<file path="config.mk">
export PLATFORM = sky130hd
export DESIGN_NAME = pc_sequencer
export DESIGN_NICKNAME = d
export VERILOG_FILES = /design/src/rtl/mips_pkg.sv /design/src/rtl/pc_sequencer.sv
export SDC_FILE = /design/constraint.sdc
export NUM_CORES = 1
export LEC_CHECK = 0
export ABC_AREA = 1
export CELL_PAD_IN_SITES_DETAIL_PLACEMENT = 1
export CELL_PAD_IN_SITES_GLOBAL_PLACEMENT = 1
export CORE_MARGIN = 1.5
export CORE_UTILIZATION = 37
export CTS_BUF_LIST = sky130_fd_sc_hd__clkbuf_2 sky130_fd_sc_hd__clkbuf_4 sky130_fd_sc_hd__clkbuf_8
export DETAILED_ROUTE_END_ITERATION = 8
export GPL_ROUTABILITY_DRIVEN = 0
export PLACE_DENSITY = 0.85
export SYNTH_ARGS = -nofsm -noshare
export SYNTH_HDL_FRONTEND = slang
export SYNTH_SLANG_ARGS = --single-unit
</file>
<file path="constraint.sdc">
create_clock -name clk -period 2.2 [get_ports clk]
set_input_delay 0.44 -clock clk [delete_from_list [all_inputs] [get_ports clk]]
set_output_delay 0.44 -clock clk [all_outputs]
set_load 0.03 [all_outputs]
</file>
<file path="src/rtl/mips_pkg.sv">
// mips_pkg
// Shared constants and types for the instruction-fetch front end.
//   RESET_VECTOR  : first fetch address after reset
//   HALT_ADDR     : redirect target that stops the CPU
//   INSTR_BYTES   : size of one instruction in bytes
//   pcseq_state_t : PC sequencer states (sequential, delay slot, halted)
package mips_pkg;

   localparam logic [31:0] RESET_VECTOR = 32'hBFC0_0000;
   localparam logic [31:0] HALT_ADDR    = 32'h0000_0000;
   localparam logic [31:0] INSTR_BYTES  = 32'd4;

   typedef enum logic [1:0] {
      SEQ  = 2'd0,
      SLOT = 2'd1,
      HALT = 2'd2
   } pcseq_state_t;

endpackage

</file>
<file path="src/rtl/pc_sequencer.sv">
// pc_sequencer
// Generates instruction fetch addresses for a MIPS-style core with one
// branch delay slot. An accepted redirect fetches the delay slot first
// and reaches the branch target on the following unstalled cycle. A
// redirect to address 0 halts the CPU; a misaligned target halts it with
// a sticky error.
// Ports:
//   clk         : rising-edge clock
//   reset       : synchronous active-high reset
//   stall       : freeze all state this cycle
//   redirect    : taken branch/jump, honoured only in SEQ
//   target      : redirect byte address, latched when redirect is accepted
//   addr        : registered fetch byte address
//   fetch_valid : addr is a real fetch request
//   delay_slot  : instruction at addr is a branch delay slot
//   active      : CPU running
//   err         : halted on a misaligned redirect target (sticky)
module pc_sequencer
   import mips_pkg::*;
(
   input  logic        clk,
   input  logic        reset,
   input  logic        stall,
   input  logic        redirect,
   input  logic [31:0] target,
   output logic [31:0] addr,
   output logic        fetch_valid,
   output logic        delay_slot,
   output logic        active,
   output logic        err
);

   pcseq_state_t state;
   logic [31:0]  pending;

   // All outputs are computed alongside the next state so they come
   // straight from flops, with no combinational path from any input.
   // NOTE: sequential state uses non-blocking assignments so every register
   // samples the pre-edge values, independent of statement order.
   always_ff @(posedge clk) begin
      if (reset) begin
         state       <= SEQ;
         addr        <= RESET_VECTOR;
         pending     <= HALT_ADDR;
         fetch_valid <= 1'b1;
         delay_slot  <= 1'b0;
         active      <= 1'b1;
         err         <= 1'b0;
      end else if (!stall) begin
         unique case (state)
            SEQ: begin
               // Wraps modulo 2^32; wrap-around never halts.
               addr <= addr + INSTR_BYTES;
               if (redirect) begin
                  pending    <= target;
                  state      <= SLOT;
                  delay_slot <= 1'b1;
               end
            end

            SLOT: begin
               // A redirect seen here is a branch in a delay slot and is
               // deliberately dropped.
               delay_slot <= 1'b0;
               if (pending[1:0] != 2'b00) begin
                  state       <= HALT;
                  err         <= 1'b1;
                  fetch_valid <= 1'b0;
                  active      <= 1'b0;
               end else if (pending == HALT_ADDR) begin
                  state       <= HALT;
                  fetch_valid <= 1'b0;
                  active      <= 1'b0;
               end else begin
                  addr  <= pending;
                  state <= SEQ;
               end
            end

            HALT: begin
               // Terminal until reset; addr keeps the last fetch address.
            end

            default: begin
               state       <= HALT;
               fetch_valid <= 1'b0;
               delay_slot  <= 1'b0;
               active      <= 1'b0;
            end
         endcase
      end
   end

endmodule

</file>
==> results of run 1 <==
-- through the flow --
step           total power, uW  hold slack [ns]
6_report                  3050            0.468
3_5_place_dp              2030            0.461
2_1_floorplan             1790            0.445
4_1_cts                   3090            0.477
3_3_place_gp              2010            0.451
5_1_grt                   3210            0.504
-- power by group --
| group | leakage (uW) | internal, uW | total, uW | switching, uW |
|---|---|---|---|---|
| logic | 0.00132 | 237 | 593 | 356 |
| registers | 0.000566 | 1330 | 1420 | 88.7 |
| clock network | 0.0000902 | 540 | 1040 | 501 |
-- logic make-up after synthesis --
group                      Yosys count  share of synthesized area [%]
and+or+nand+nor                    390                           43.6
adders and majority gates            1                          0.328
buffers and inverters               66                           7.92
AOI/OAI and AO/OA                   81                           10.9
xor gates and xnor gates             4                          0.920
DFF                                 69                           36.3
-- per-layer routing --
metal	wire [um]	vias up	global-route usage, %
li1	-	2057	-
met1	5720	1977	30.8
met2	6100	78	39.8
met3	626	12	4.39
met4	156	0	7.34
met5	0	-	0
-- cell usage in the layout (no fill, tap or decap), drive strengths merged --
cell / n
a21oi: 29
o21ai: 46
clkinvlp: 2
bufinv: 1
dfxtp: 69
nor3: 3
nor3b: 1
nand3: 30
clkbuf: 10
or2: 9
nand4: 7
ha: 1
o211ai: 1
o31ai: 1
a31oi: 3
nor2: 144
clkinv: 1
nand2: 189
a211oi: 1
clkdlybuf4s50: 71
and2: 1
buf: 9
xor2: 2
nand3b: 6
inv: 41
xnor2: 2
-- state kept, by name, indices dropped and copies added, names as in the netlist --
register / flops
addr: 32
state: 2
pending: 32
err: 1
delay_slot: 1
active: 1
-- final cells by class --
cell class / count / area (um2) / area share [%]
multi-input cells: 476 / 2130 / 44.3
well taps: 133 / 166 / 3.47
clock buffers: 10 / 138 / 2.87
repair buffers: 80 / 778 / 16.2
flip-flops and latches: 69 / 1380 / 28.8
inverters: 41 / 154 / 3.21
clock inverters: 4 / 50.0 / 1.04
-- how the worst min path moves through the flow --
stage,startpoint,endpoint,cells past startpoint
4_1_cts,delay_slot,delay_slot,2
5_1_grt,addr[0],addr[0],2
2_1_floorplan,pending[25],pending[25],2
3_5_place_dp,delay_slot,delay_slot,2
3_3_place_gp,addr[1],addr[1],2
6_report,delay_slot,delay_slot,2
==> results.txt, run 1 <==
----------------------------------------------------
[Floorplan]
  Initial core utilization ... between 30% and 40%
  Die Span Y ... 104 um
  Num ports ... about 70
  Area of the die ... 10900 um2
  Width of the die ... 104 um
  Area of the placeable core ... 9860 um2
  Cell Rows ... 36

[Power]
  Max VDD drop ... 0.337 mV
  Leakage power figure ... about 0.0020 uW
  Power density of the placed cells ... around 640 nW/um2

[Logic synthesis]
  Area of the mapped netlist ... 3810 um2
  Largest area contributor in the netlist ... sky130_fd_sc_hd__dfxtp_1
  Post-synth net total ... 648
  Post-synthesis sequential area ratio ... between 30% and 40%
  Synthesis warning total ... 0
  EDFF count, synth ... 0
  Post-synth top cells ... sky130_fd_sc_hd__nand2_1, sky130_fd_sc_hd__nor2_1, sky130_fd_sc_hd__dfxtp_1, sky130_fd_sc_hd__o21ai_0, sky130_fd_sc_hd__inv_1
  Share of Yosys cell area claimed by the top area cell type ... between 30% and 40%
  Number of instances in the synthesized netlist ... 611
  Largest cells by area after synthesis ... sky130_fd_sc_hd__dfxtp_1, sky130_fd_sc_hd__nand2_1, sky130_fd_sc_hd__nor2_1
  Post-synthesis register bit count ... approximately 70
  Synth cell types ... 34
  Dominant synthesized flop cell ... sky130_fd_sc_hd__dfxtp_1
  Top-count cell post-synth ... sky130_fd_sc_hd__nand2_1
  Share of async-settable or async-resettable flops after synthesis ... 0%
  Average instance area after synthesis ... 6.23 um2

[Timing]
  Setup WS post-layout ... 0.186 ns
  Final clock period utilization by the worst path ... approximately nine tenths
  Transition time at the pin with the least slew margin ... about 0.7 ns
  Clock tree skew after final layout ... between 0.01 and 0.015 ns
  RSZ-0062 raised after global routing ... no
  Slew Viols, Final ... 0
  Max-slew headroom at the worst pin ... 53.6%
  Number of hold violations in the final report ... 0
  Clock period minus worst slack ... just over 2 ns
  Final Setup Violations ... 0
  Peak Freq ... just under 500 MHz
  TNS Setup ... 0 ns

[Critical path]
  Startpoint type of the worst setup path ... flop
  Largest delay contributor family on the critical path ... buffers and inverters
  Path length in cells of the critical path ... 1
  Length in cells of the worst reg-to-reg path ... 12
  Longest individual stage delay on the worst path ... ~0.74 ns
  Count of buffering cells on the critical path with inverters included ... 1
  CP arrival ... 1.57 ns
  Cell chain of the critical path ... clkdlybuf4s50_1
  Critical R2R Launch ... addr[3]
  Largest fanout on the critical path ... 8
  End point of the critical path ... addr[4]
  CP Capture Type ... primary output
  Source of the critical timing path ... addr[4]
  Worst EP required ... roughly 1.8 ns
  Register-to-register setup slack ... around 0.40 ns
  Path type of the worst setup path ... reg2out
  Cell type of the slowest stage on the worst timing path ... sky130_fd_sc_hd__clkdlybuf4s50_1
  Reg-to-reg critical path endpoint ... addr[14]

[Global routing]
  Global route overflow ... 0
  First-pass GRT wire length ... between 20000 and 25000 um
  Via count of the first global-routing pass ... 4164
  Maximum number of pins on one net before global-route repair ... 39
  All-layer global routing usage ... 23.8%
  Initial antenna violation count ... 0

[Run]
  Maximum Capacitance Violations ... 0

[Cells and area]
  Core utilization of the finished layout ... around half
  Antenna Cells ... 0
  Design area ... 4790 um2
  Share of post-route cells with drive strength above 1 ... under 10%
  Fillcell total ... between 1000 and 1500
  Final Instance Count excl. Fillers ... a little over 800
  Area growth syn-to-layout ... 25.9%
  Total Nets Final ... 714

[CTS]
  PostCTS Resize Cnt ... 0
  CTS tree ... done
  H-tree levels ... 3
  Longest Clk Path Bufs ... 2
  Inserted Clock Buffers ... 9
  Reg clk slew, reported paths ... ~0.080 ns
  Root Driver ... sky130_fd_sc_hd__clkbuf_8
  Clk sink count ... between 60 and 70
  CTS Hold Buffers Added ... 0
  Clock network latency to the later pin of the worst-skew pair ... approximately 0.35 ns
  Post-CTS setup buffer count ... 0

[Routing]
  Antenna Nets Post-Route ... 0
  Number of search-and-repair iterations in the first detailed-routing pass ... 4
  DR DRC count ... 0
  Total wirelength of the detailed-routed design ... 12600 um
  Violation count after the first detailed-routing iteration ... 171
  Avg WL per Cell ... between 15 and 20 um
  Via density per instance ... ~5.1
  Via count ... 4124

[Placement]
  Post-Place Cell Area ... approximately 4600 um2
  IO buf count ... 71
  Count of placed standard cells including taps ... 799
  Worst-case setup slack after placement ... 0.139 ns
  Half-perimeter wire length of the detailed placement result ... between 9000 and 10000 um

[Min path]
  Hold WC Path Type ... reg2reg

[Outcome]
  Outcome ... completed

----------------------------------------------------
Power figures use the tool's default switching activity.
==> run 2, diff against run 1 <==
--- a/config.mk
+++ b/config.mk
@@ -14,6 +14,7 @@
 export DETAILED_ROUTE_END_ITERATION = 8
 export GPL_ROUTABILITY_DRIVEN = 0
 export PLACE_DENSITY = 0.85
+export SETUP_SLACK_MARGIN = 0.3
 export SYNTH_ARGS = -nofsm -noshare
 export SYNTH_HDL_FRONTEND = slang
 export SYNTH_SLANG_ARGS = --single-unit
==> results.txt, run 2 (synthesized netlist as in run 1, its figures left out) <==
----------------------------------------------------
[Outcome]
  Outcome ... completed

[Critical path]
  Reg-to-reg critical path endpoint ... addr[14]
  Critical R2R Launch ... addr[10]
  Longest individual stage delay on the worst path ... 0.69 ns (-0.05 ns)
  Length in cells of the worst reg-to-reg path ... 11 (-1)
  Count of buffering cells on the critical path with inverters included ... 1 (unchanged)
  Worst EP required ... 1.76 ns (about the same)
  Register-to-register setup slack ... 0.44 ns (+0.04 ns)
  Startpoint type of the worst setup path ... flop
  Path type of the worst setup path ... reg2out
  Cell chain of the critical path ... clkdlybuf4s50_1
  CP Capture Type ... primary output
  Largest fanout on the critical path ... 3 (-5)
  Largest delay contributor family on the critical path ... buffers and inverters
  Cell type of the slowest stage on the worst timing path ... sky130_fd_sc_hd__clkdlybuf4s50_1
  CP arrival ... 1.39 ns (-0.18 ns)

[Timing]
  Clock period minus worst slack ... 1.83 ns (-0.184 ns)
  Final clock period utilization by the worst path ... 83.2% (-8.4 points)
  Post-route worst hold slack ... 0.468 ns (unchanged)
  Clock tree skew after final layout ... 0.0142 ns (+0.00000730 ns)
  Number of hold violations in the final report ... 0 (unchanged)
  Peak Freq ... 547 MHz (+10%)
  Slew Viols, Final ... 0 (unchanged)
  Transition time at the pin with the least slew margin ... 0.678 ns (-0.0176 ns)
  TNS Setup ... 0 ns (unchanged)
  RSZ-0062 raised after global routing ... yes
  Final Setup Violations ... 0 (unchanged)
  Max-slew headroom at the worst pin ... 54.8% (+1.2 points)

[Global routing]
  Initial antenna violation count ... 0 (unchanged)
  Global route overflow ... 0 (unchanged)
  Maximum number of pins on one net before global-route repair ... 39 (unchanged)
  Via count of the first global-routing pass ... 4163 (-0.024%)
  First-pass GRT wire length ... 20500 um (unchanged)
  All-layer global routing usage ... 23.8% (about the same)

[Min path]
  Hold Path Depth ... 2 (unchanged)
  Min-delay src ... delay_slot
  Terminating pin of the worst hold path ... delay_slot
  Hold WC Path Type ... reg2reg

[Routing]
  DR DRC count ... 0 (unchanged)
  Via density per instance ... 5.10 (+0.51%)
  Avg WL per Cell ... 15.5 um (about the same)
  Number of search-and-repair iterations in the first detailed-routing pass ... 4 (unchanged)
  Violation count after the first detailed-routing iteration ... 168 (-1.8%)
  Via count ... 4145 (+0.51%)
  Antenna Nets Post-Route ... 0 (unchanged)
  Total wirelength of the detailed-routed design ... 12600 um (about the same)

[Cells and area]
  Most common library cell in the layout ignoring fill and taps ... sky130_fd_sc_hd__nand2_1
  Most frequent cells in the layout ... sky130_fd_sc_hd__nand2_1, sky130_fd_sc_hd__nor2_1, sky130_fd_sc_hd__dfxtp_1
  Antenna Cells ... 0 (unchanged)
  Leading registers by flop count ... addr: 32 flops, pending: 32 flops, state: 2 flops
  Area growth syn-to-layout ... 25.2%
  Share of post-route cells with drive strength above 1 ... 8.09% (+0.29 points)
  Total Nets Final ... 714 (unchanged)

[Floorplan]
  Initial core utilization ... 38.6% (unchanged)
  Area of the die ... 10900 um2 (unchanged)
  Width of the die ... 104 um (unchanged)
  Cell Rows ... 36 (unchanged)
  Num ports ... 72 (unchanged)
  Area of the placeable core ... 9860 um2 (unchanged)
  Die Span Y ... 104 um (unchanged)

[Power]
  Power spent charging and discharging nets ... 943 uW (-0.27%)
  Leakage power figure ... 0.00207 uW (+5.1%)
  Portion of total power attributed to sequential cells ... 46.7% (+0.3 points)
  Share of power burned in the clock network ... 34.3% (+0.2 points)
  Power density of the placed cells ... 635 nW/um2 (-0.17%)
  Sw frac ... 31.1% (+0.14 points)
  Cell Int Power ... 2090 uW (-0.92%)
  Portion of total power attributed to combinational logic ... 18.9% (-0.5 points)
  Max VDD drop ... 0.337 mV (-0.10%)

[CTS]
  Clk sink count ... 69 (unchanged)
  Inserted Clock Buffers ... 9 (unchanged)
  Reg clk slew, reported paths ... 0.07 ns (about the same)
  Post-CTS setup buffer count ... 0 (unchanged)
  H-tree levels ... 3 (unchanged)
  Root Driver ... sky130_fd_sc_hd__clkbuf_8
  CTS tree ... done
  Longest Clk Path Bufs ... 2 (unchanged)
  CTS Hold Buffers Added ... 0 (unchanged)
  Clock network latency to the later pin of the worst-skew pair ... 0.35 ns (about the same)

[Run]
  Maximum Capacitance Violations ... 0 (unchanged)

[Placement]
  Half-perimeter wire length of the detailed placement result ... 9280 um (unchanged)
  IO buf count ... 71 (unchanged)

----------------------------------------------------
-- run 2: cell count changes in the layout (fill, tap and decap cells not counted), sizes merged --
cell / change
dlymetal6s2s: +2
clkdlybuf4s50: -30
dlygate4sd2: +28
-- run 2: power by group through the flow --
| stage | logic (uW) | clock network [uW] | registers [uW] |
|---|---|---|---|
| 2_1_floorplan | 312 | 0 | 1480 |
| 3_3_place_gp | 570 | 0 | 1440 |
| 3_5_place_dp | 591 | 0 | 1440 |
| 4_1_cts | 578 | 1070 | 1410 |
| 5_1_grt | 638 | 1120 | 1430 |
| 6_report | 573 | 1040 | 1420 |
-- run 2: through the flow --
step	power, uW	instances	cell area (um2)	util (%)	setup slack [ns]
3_3_place_gp	2010	799	4610	46.7	0.252
6_report	3030	813	4770	48.3	0.371
4_1_cts	3060	813	4760	48.2	0.302
3_5_place_dp	2030	799	4610	46.7	0.139
2_1_floorplan	1790	611	3810	-	0.393
5_1_grt	3190	813	4770	48.3	0.270
-- run 2: worst max-delay path by stage --
stage                     startpoint          end  slack (ns)  depth (start not counted)
after floorplan              addr[2]     addr[22]        0.39                         10
after global placement         stall  pending[16]        0.25                          7
after detailed placement       stall  pending[25]        0.14                          7
after CTS                   addr[12]     addr[12]        0.30                          1
after global routing         addr[8]     addr[14]        0.27                         11
final                         active  fetch_valid        0.37                          1
-- run 2: per-layer routing --
metal	part of all wire [%]	up-vias	GRT usage [%]
met5	0	-	0
met4	1.3	0	7.34
met3	5.3	10	4.39
met2	48	99	40.0
met1	45	1975	30.7
li1	-	2061	-
-- run 2: worst register-to-register path, stage by stage, from the launching register on --
cell and delay, ns:
sky130_fd_sc_hd__dfxtp_1 0.46, sky130_fd_sc_hd__nand2_1 0.11, sky130_fd_sc_hd__nor2_1 0.24, sky130_fd_sc_hd__inv_1 0.12
sky130_fd_sc_hd__nor2_4 0.18, sky130_fd_sc_hd__inv_1 0.10, sky130_fd_sc_hd__nand2_1 0.06, sky130_fd_sc_hd__nand3_1 0.07
sky130_fd_sc_hd__o21ai_0 0.10, sky130_fd_sc_hd__nand2_1 0.07, sky130_fd_sc_hd__nand2_1 0.09, sky130_fd_sc_hd__nor2_1 0.05
-- run 2: final cells by class --
type / instances / area [um2]
Multi-Input combinational cell: 476 / 2130
Tap cell: 133 / 166
Clock inverter: 4 / 50.0
Timing Repair Buffer: 80 / 748
Sequential cell: 69 / 1380
Clock buffer: 10 / 138
Inverter: 41 / 154
Fill cell: 1337 / 5100
-- run 2: what timing repair did --
action	CTS	global route
resized for setup	28	4
setup endpoints to repair	28	5
pin swaps	0	0
==> run 3, diff against run 2 <==
==> constraint.sdc (replaced) <==
create_clock -name clk -period 1.75 [get_ports clk]
set_input_delay 0.35 -clock clk [delete_from_list [all_inputs] [get_ports clk]]
set_output_delay 0.35 -clock clk [all_outputs]
set_load 0.03 [all_outputs]
==> results.txt, run 3 (synthesized netlist as in run 1, its figures left out) <==
----------------------------------------------------
[Outcome]
  Outcome ... completed

[Cells and area]
  Share of post-route cells with drive strength above 1 ... 31.8% (+24 points)
  Most frequent cells in the layout ... sky130_fd_sc_hd__nand2_1, sky130_fd_sc_hd__nor2_1, sky130_fd_sc_hd__dfxtp_2
  Fillcell total ... 1273 (-4.8%)
  Total Nets Final ... 743 (+4.1%)
  Design area ... 5510 um2 (+16%)
  Leading registers by flop count ... addr: 32 flops, pending: 32 flops, state: 2 flops
  Area growth syn-to-layout ... 44.8%
  Most common library cell in the layout ignoring fill and taps ... sky130_fd_sc_hd__nand2_1
  Final Instance Count excl. Fillers ... 844 (+3.8%)
  Antenna Cells ... 0 (unchanged)

[Timing]
  Final Setup Violations ... 0 (unchanged)
  Max-slew headroom at the worst pin ... 72.0% (+17 points)
  Post-route worst hold slack ... 0.461 ns (-0.00721 ns)
  Clock period minus worst slack ... about 1.7 ns
  Peak Freq ... just under 600 MHz
  RSZ-0062 raised after global routing ... yes
  Final clock period utilization by the worst path ... between 90% and 100%
  Setup WS post-layout ... 0.0611 ns (-0.309 ns)
  Slew Viols, Final ... 0 (unchanged)
  Transition time at the pin with the least slew margin ... 0.421 ns (-0.257 ns)
  Number of hold violations in the final report ... 0 (unchanged)
  Clock tree skew after final layout ... 0.0155 ns (+0.00127 ns)

[Placement]
  Post-Place Cell Area ... 4770 um2 (+3.5%)
  Worst-case setup slack after placement ... -0.0170 ns (-0.156 ns)
  Half-perimeter wire length of the detailed placement result ... 9320 um (+0.53%)
  IO buf count ... 71 (unchanged)
  Count of placed standard cells including taps ... 805 (+0.75%)

[Global routing]
  Global route overflow ... 0 (unchanged)
  First-pass GRT wire length ... 22900 um (+12%)
  Initial antenna violation count ... 0 (unchanged)
  Via count of the first global-routing pass ... 4586 (+10%)
  All-layer global routing usage ... 26.4% (+2.6 points)
  Maximum number of pins on one net before global-route repair ... 44 (+13%)

[Critical path]
  Cell chain of the critical path ... nand2_1 -> nor2_1 -> nand2_1 -> nor2_1 -> nand2_1 -> or2_0 -> nand3_1 -> nand2_1 -> nand3_1
  Source of the critical timing path ... addr[20]
  Cell type of the slowest stage on the worst timing path ... sky130_fd_sc_hd__dfxtp_2
  Path type of the worst setup path ... reg2reg
  Length in cells of the worst reg-to-reg path ... 9 (-2)
  Longest individual stage delay on the worst path ... 0.44 ns (-0.25 ns)
  Critical R2R Launch ... addr[20]
  CP Capture Type ... flop
  Crit-path most repeated cell ... sky130_fd_sc_hd__nand2_1
  Reg-to-reg critical path endpoint ... addr[23]
  Worst EP required ... 2.05 ns (+0.29 ns)
  Register-to-register setup slack ... 0.06 ns (-0.38 ns)
  CP arrival ... 1.99 ns (+0.60 ns)
  End point of the critical path ... addr[23]
  Startpoint type of the worst setup path ... flop
  Largest fanout on the critical path ... 7 (+4)

[CTS]
  CTS Hold Buffers Added ... 0 (unchanged)
  Reg clk slew, reported paths ... 0.08 ns (about the same)
  Clock network latency to the later pin of the worst-skew pair ... 0.37 ns (+0.02 ns)
  H-tree levels ... 3 (unchanged)
  CTS tree ... done
  Root Driver ... sky130_fd_sc_hd__clkbuf_8
  Inserted Clock Buffers ... 9 (unchanged)
  Clk sink count ... 69 (unchanged)
  Longest Clk Path Bufs ... 2 (unchanged)

[Routing]
  Violation count after the first detailed-routing iteration ... 314 (+87%)
  Via density per instance ... 5.45 (+6.9%)
  Number of search-and-repair iterations in the first detailed-routing pass ... 5 (+1)
  DR DRC count ... 0 (unchanged)
  Avg WL per Cell ... 19.5 um (+26%)
  Via count ... 4598 (+11%)
  Antenna Nets Post-Route ... 0 (unchanged)
  Total wirelength of the detailed-routed design ... 16500 um (+31%)

[Power]
  Post-route total power ... 4050 uW (+34%)
  Leakage power figure ... 0.00235 uW (+13%)
  Max VDD drop ... 0.384 mV (+14%)
  Power density of the placed cells ... 734 nW/um2 (+15%)

[Floorplan]
  Cell Rows ... 36 (unchanged)
  Area of the placeable core ... 9860 um2 (unchanged)
  Initial core utilization ... 38.6% (unchanged)
  Width of the die ... 104 um (unchanged)
  Area of the die ... 10900 um2 (unchanged)
  Num ports ... 72 (unchanged)
  Die Span Y ... 104 um (unchanged)

[Min path]
  Hold WC Path Type ... reg2reg

[Run]
  Maximum Capacitance Violations ... 0 (unchanged)

----------------------------------------------------
[run 3: power by group]
part / leakage (uW) / switching [uW] / internal, uW
Combinational: 0.00166 / 555 / 402
Sequential: 0.000583 / 134 / 1670
Clock: 0.0000999 / 677 / 603
Total: 0.00235 / 1370 / 2680
[run 3: what timing repair did]
item                                    4_1_cts  5_1_grt
pin swaps                                    28       13
resized for setup                           182       83
endpoints found under the setup margin       66       56
buffers inserted                             16        3
cloned                                        3        1
[run 3: how the worst min path moves through the flow]
stage,from,endpoint,slack (ns),cells past startpoint
6_report,addr[1],addr[1],0.46,2
5_1_grt,addr[1],addr[1],0.48,2
4_1_cts,addr[1],addr[1],0.46,2
3_5_place_dp,addr[1],addr[1],0.45,2
3_3_place_gp,addr[0],addr[0],0.45,2
2_1_floorplan,pending[25],pending[25],0.44,2
[run 3: worst max-delay path, delay by kind of cell (launching register included)]
family / cells / cell delay, ns
and+or+nand+nor: 9 / 1.17
DFF: 1 / 0.44
[run 3: stage by stage]
| stage | utilization [%] | TNS, ns |
|---|---|---|
| after floorplan | - | 0 |
| after global placement | 48.3 | 0 |
| after detailed placement | 48.3 | -0.0705 |
| after CTS | 54.5 | 0 |
| after global routing | 55.9 | -0.0222 |
| final | 55.9 | 0 |
[run 3: final cells by class]
type / count / area [um2] / share of cell area (%)
multi-input combinational: 476 / 2410 / 43.8
sequential: 69 / 1470 / 26.6
timing repair buffer: 109 / 1120 / 20.3
inverter: 41 / 166 / 3.02
tap: 133 / 166 / 3.02
clock buffer: 12 / 159 / 2.88
clock inverter: 4 / 21.3 / 0.386
[run 3: routing by layer]
| layer | wire, um | global-route usage [%] | part of all wire [%] | up-vias |
|---|---|---|---|---|
| li1 | - | - | - | 2126 |
| met2 | 8170 | 44.8 | 50 | 182 |
| met1 | 6720 | 33.6 | 41 | 2245 |
| met3 | 1080 | 4.20 | 6.6 | 45 |
| met4 | 512 | 9.33 | 3.1 | 0 |
| met5 | 0 | 0 | 0 | - |
